## src/rtl/rr_sel_mux_reg.sv

```systemverilog
// N-way registered selector: explicit sel (MODE=0) or round-robin (MODE=1) grant into a
// single-entry output register. 1 clk latency; in_ready drops while out_valid & !out_ready.
module rr_sel_mux_reg #(
  parameter int WIDTH = 5,
  parameter int N     = 2,
  parameter int MODE  = 0,
  parameter int SELW  = $clog2(N)
) (
  input  logic               clk,
  input  logic               rst_n,
  input  logic [N-1:0]       in_valid,
  input  logic [N*WIDTH-1:0] in_data,
  output logic [N-1:0]       in_ready,
  input  logic [SELW-1:0]    sel,
  output logic               out_valid,
  output logic [WIDTH-1:0]   out_data,
  output logic [SELW-1:0]    out_ch,
  input  logic               out_ready
);

  logic [SELW-1:0]  rr_ptr;
  logic [N-1:0]     grant;
  logic [SELW-1:0]  gidx;
  logic [SELW-1:0]  idx;
  logic             found;
  logic [WIDTH-1:0] sel_data;
  logic             can_acc;
  logic             xfer;

  always_comb begin
    grant = '0;
    gidx  = '0;
    idx   = '0;
    found = 1'b0;
    if (MODE == 0) begin
      if (int'(sel) < N) begin
        grant[sel] = in_valid[sel];
        gidx       = sel;
      end
    end else begin
      // Scan rr_ptr, rr_ptr+1, ... wrapping; the first valid channel wins.
      for (int k = 0; k < N; k++) begin
        idx = SELW'((int'(rr_ptr) + k) % N);
        if (!found && in_valid[idx]) begin
          found      = 1'b1;
          grant[idx] = 1'b1;
          gidx       = idx;
        end
      end
    end
  end

  always_comb begin
    sel_data = '0;
    for (int i = 0; i < N; i++) begin
      if (grant[i]) sel_data = in_data[i*WIDTH +: WIDTH];
    end
  end

  assign can_acc  = !out_valid || out_ready;
  assign in_ready = rst_n ? (grant & {N{can_acc}}) : '0;
  assign xfer     = |(in_valid & in_ready);

  always_ff @(posedge clk or negedge rst_n) begin
    if (!rst_n) begin
      out_valid <= 1'b0;
      out_data  <= '0;
      out_ch    <= '0;
      rr_ptr    <= '0;
    end else if (xfer) begin
      out_valid <= 1'b1;
      out_data  <= sel_data;
      out_ch    <= gidx;
      if (MODE != 0) rr_ptr <= (int'(gidx) == N - 1) ? '0 : gidx + 1'b1;
    end else if (out_ready) begin
      out_valid <= 1'b0;
    end
  end

endmodule

```

## config.mk

```make
export PLATFORM = sky130hd
export DESIGN_NAME = rr_sel_mux_reg
export DESIGN_NICKNAME = d
export VERILOG_FILES = /design/src/rtl/rr_sel_mux_reg.sv
export SDC_FILE = /design/constraint.sdc
export NUM_CORES = 1
export LEC_CHECK = 0
export CAP_MARGIN = 0
export CORE_AREA = 5 5 42 44
export DETAILED_ROUTE_END_ITERATION = 7
export DIE_AREA = 0 0 47 49
export GPL_TIMING_DRIVEN = 0
export PLACE_DENSITY = 0.72
export SLEW_MARGIN = 20
export SYNTH_ARGS = -nofsm -noshare
export SYNTH_HDL_FRONTEND = slang
export SYNTH_SLANG_ARGS = --single-unit
```

## constraint.sdc

```tcl
create_clock -name clk -period 1.3 [get_ports clk]
set_input_delay 0.13 -clock clk [delete_from_list [all_inputs] [get_ports clk]]
set_output_delay 0.13 -clock clk [all_outputs]
set_load 0.005 [all_outputs]
```

==> impl_metrics.toml <==
[timing]
final.setup_skew_ns = 0.00183
final_period_minus_worst_setup_slack_ns = 1.25
fin_ws_ns = 0.0517
hold_violations = 0
slew_headroom_pct = 76.4
max_freq_mhz = 801
fin_setup_tns_ns = 0
rsz_0062_raised_after_global_routing = "false"
fin_worst_hold_slack_ns = 0.309
finalSetupViolCount = 0
max_slew.worst_pin.slew_ns = 0.353
final_number_of_max_transition_violations = 0
final_period_util_pct = 96.0

[final_layout]
post-route-util_pct = 50.4
area_growth_pct = 92.2
antenna_cells = 0
fillerInstances = 156
multi_input_area_sq_um = 209
finish.instance_area_sq_um = 707
stdcell_count = 76
fin_nets = 77
layout.area.seq_sq_um = 175
final_layout_size_suffix_gt1_share_pct = 35.0

[run_status]
outcome = "complete, no violations"

[worst_hold_path]
hold_path_startpoint = "in_valid[1]"
min_delay_worst_endpoint = "out_ch$_DFFE_PN0P_"
hold-path-cell-count = 3
timing.hold.worst.class = "in2reg"

[worst_setup_path]
worst_reg2reg_path_length_in_cells = 4
cpPeakStageDelay_ns = 0.40
rr_startpoint = "out_valid$_DFFE_PN0P_"
internal_reg_to_reg_setup_slack_ns = 0.12
data_required_time_at_the_worst_endpoint_ns = 1.17
critical_path_peak_fanout = 4
crit_chain = "nand2b_4 > and3_4 > clkdlybuf4s15_1"
start_kind = "register"
timing.critical_path.to_type = "primary output"
r2r-end = "out_data[4]$_DFFE_PN0P_"
timing.critical_path.arrival_ns = 1.12
cp_slowest_cell = "dfrtp_1"
worstSetupPathType = "reg2out"

[routing]
detail_route.vias_per_cell = 4.59
initialDrtViolationCount = 5
met1_length_um = 371
routed-via-count = 349
topRoutingLayerUsed = "met4"
met2_length_um = 459
drt_pre_antenna_iters = 2
routed_wire_length_per_instance_um = 12.6
post_route_drc = 0
wirelength_routed_um = 957
routed-wl-met3_um = 115
postRouteAntennaNets = 0

[cts]
cts_htree_levels = 1
clk-insertion-delay-late_ns = 0.26
tritoncts = "built"
clkTransAtPathRegs_ns = 0.06
cts_inserted_buffers = 3
cts_root_buf = "clkbuf_4"
clock_sink_count = 7
cts.path.max_buffers = 2

[global_route]
grt_start_max_net_pins = 8
grt_first_pass_wirelength_um = 1480
initial_antenna_violation_count = 0
vias_in_the_first_global_route = 356
grtUsageTotal_pct = 8.99
overflow_left_after_global_routing = 0

[logic_synthesis]
yosys_warnings = 0
net_count_after_synthesis = 45
yosysSeqAreaShare_pct = 47.6
syn-mean-instance-area_sq_um = 12.7
post_synthesis_instance_area_sq_um = 368
synthCells = 29
synth_seq_cells = 7
netlist-cell-type-count = 13

[placement]
place_inst = 69
place.gp.congestion = 0.620
place_worst_setup_slack_ns = -0.522
placed_cell_area_sq_um = 628
portBuffers = 24

[job]
maxCapViolations = 0

[floorplanning]
die_width_um = 47
start_util_pct = 26.3
core_region_area_sq_um = 1400
die-height_um = 49
io_pins = 25
placementRows = 14
total_die_area_sq_um = 2300

[power_and_ir_drop]
post-layout-total-power_mw = 0.736
power_per_standard_cell_area_nw_per_um2 = 1040
peakVddDrop_v = 0.000528
power.leakage_nw = 0.344
==> registers in the layout, summed over array words and instances, names as in the netlist <==
name	flops
out_data	5
out_ch	1
out_valid	1
==> power by group <==
part | total [mW] | switching, mW | internal (mW)
clock | 0.210 | 0.0923 | 0.118
combinational | 0.248 | 0.0710 | 0.177
sequential | 0.278 | 0.0212 | 0.257
total | 0.736 | 0.184 | 0.551
==> final cells by class <==
type	instances	area share (%)
clock buffers	4	3.72
plain buffers	1	1.59
repair buffers	27	37.0
flip-flops and latches	7	24.8
well taps	16	2.83
multi-input cells	20	29.6
inverters	1	0.531
==> cell families (layout without fill, tap and decap cells) <==
| family | count (synthesis) | in the layout | synth area share (%) |
|---|---|---|---|
| buf+inv | 2 | 33 | 4.08 |
| mux | 5 | 5 | 15.3 |
| simple gates | 8 | 8 | 11.9 |
| flops | 7 | 7 | 47.6 |
| compound gates | 7 | 7 | 21.1 |
==> worst max-delay path, delay by kind of cell, from the launching register on <==
kind / cells / cell delay (ns)
AND/OR/NAND/NOR: 2 / 0.27
flip-flops: 1 / 0.40
buffers and inverters: 1 / 0.19
==> timing repair <==
action | CTS | global route
buffers inserted | 1 | 1
hold buffers | 1 | 0
pin swaps | 3 | 0
setup endpoints to repair | 7 | 3
endpoints found under the hold margin | 7 | 0
gates resized for setup | 16 | 2
==> routing by layer <==
layer,up-vias,GRT usage (%)
met5,-,0
met4,0,4.15
met3,2,3.69
met2,14,14.0
met1,165,10.3
li1,168,-
==> how the worst max path moves through the flow <==
stage / slack (ns) / depth (start not counted) / start / end
floorplan: 0.22 / 4 / in_valid[1] / out_data[0]$_DFFE_PN0P_
global placement: -0.51 / 3 / rst_n / in_ready[0]
detailed placement: -0.52 / 3 / rst_n / in_ready[0]
CTS: 0.007 / 1 / out_valid$_DFFE_PN0P_ / out_valid
global route: 0.01 / 3 / out_valid$_DFFE_PN0P_ / in_ready[0]
finish: 0.05 / 3 / out_valid$_DFFE_PN0P_ / in_ready[0]
==> Yosys cell counts, drive strengths merged <==
| library cell | number | area, sq um |
|---|---|---|
| nand2 | 3 | 11.3 |
| mux2 | 5 | 56.3 |
| and2 | 1 | 6.26 |
| o211ai | 1 | 21.3 |
| nand2b | 1 | 6.26 |
| and2b | 1 | 10.0 |
| dfrtp | 7 | 175 |
| o22ai | 1 | 6.26 |
| inv | 1 | 3.75 |
| a22o | 5 | 50.1 |
| nor2 | 1 | 3.75 |
| and3 | 1 | 6.26 |
| buf | 1 | 11.3 |
==> layout by cell type, fill, tap and decap left out, types with 2 or more instances in the layout <==
cell	Yosys	layout
clkbuf_4	0	3
clkdlybuf4s50_1	0	17
nand2_1	3	3
buf_6	1	2
a22o_2	5	5
dfrtp_1	7	7
mux2_4	0	5
dlygate4sd2_1	0	4
No activity file was read; power rests on OpenSTA's default activity.
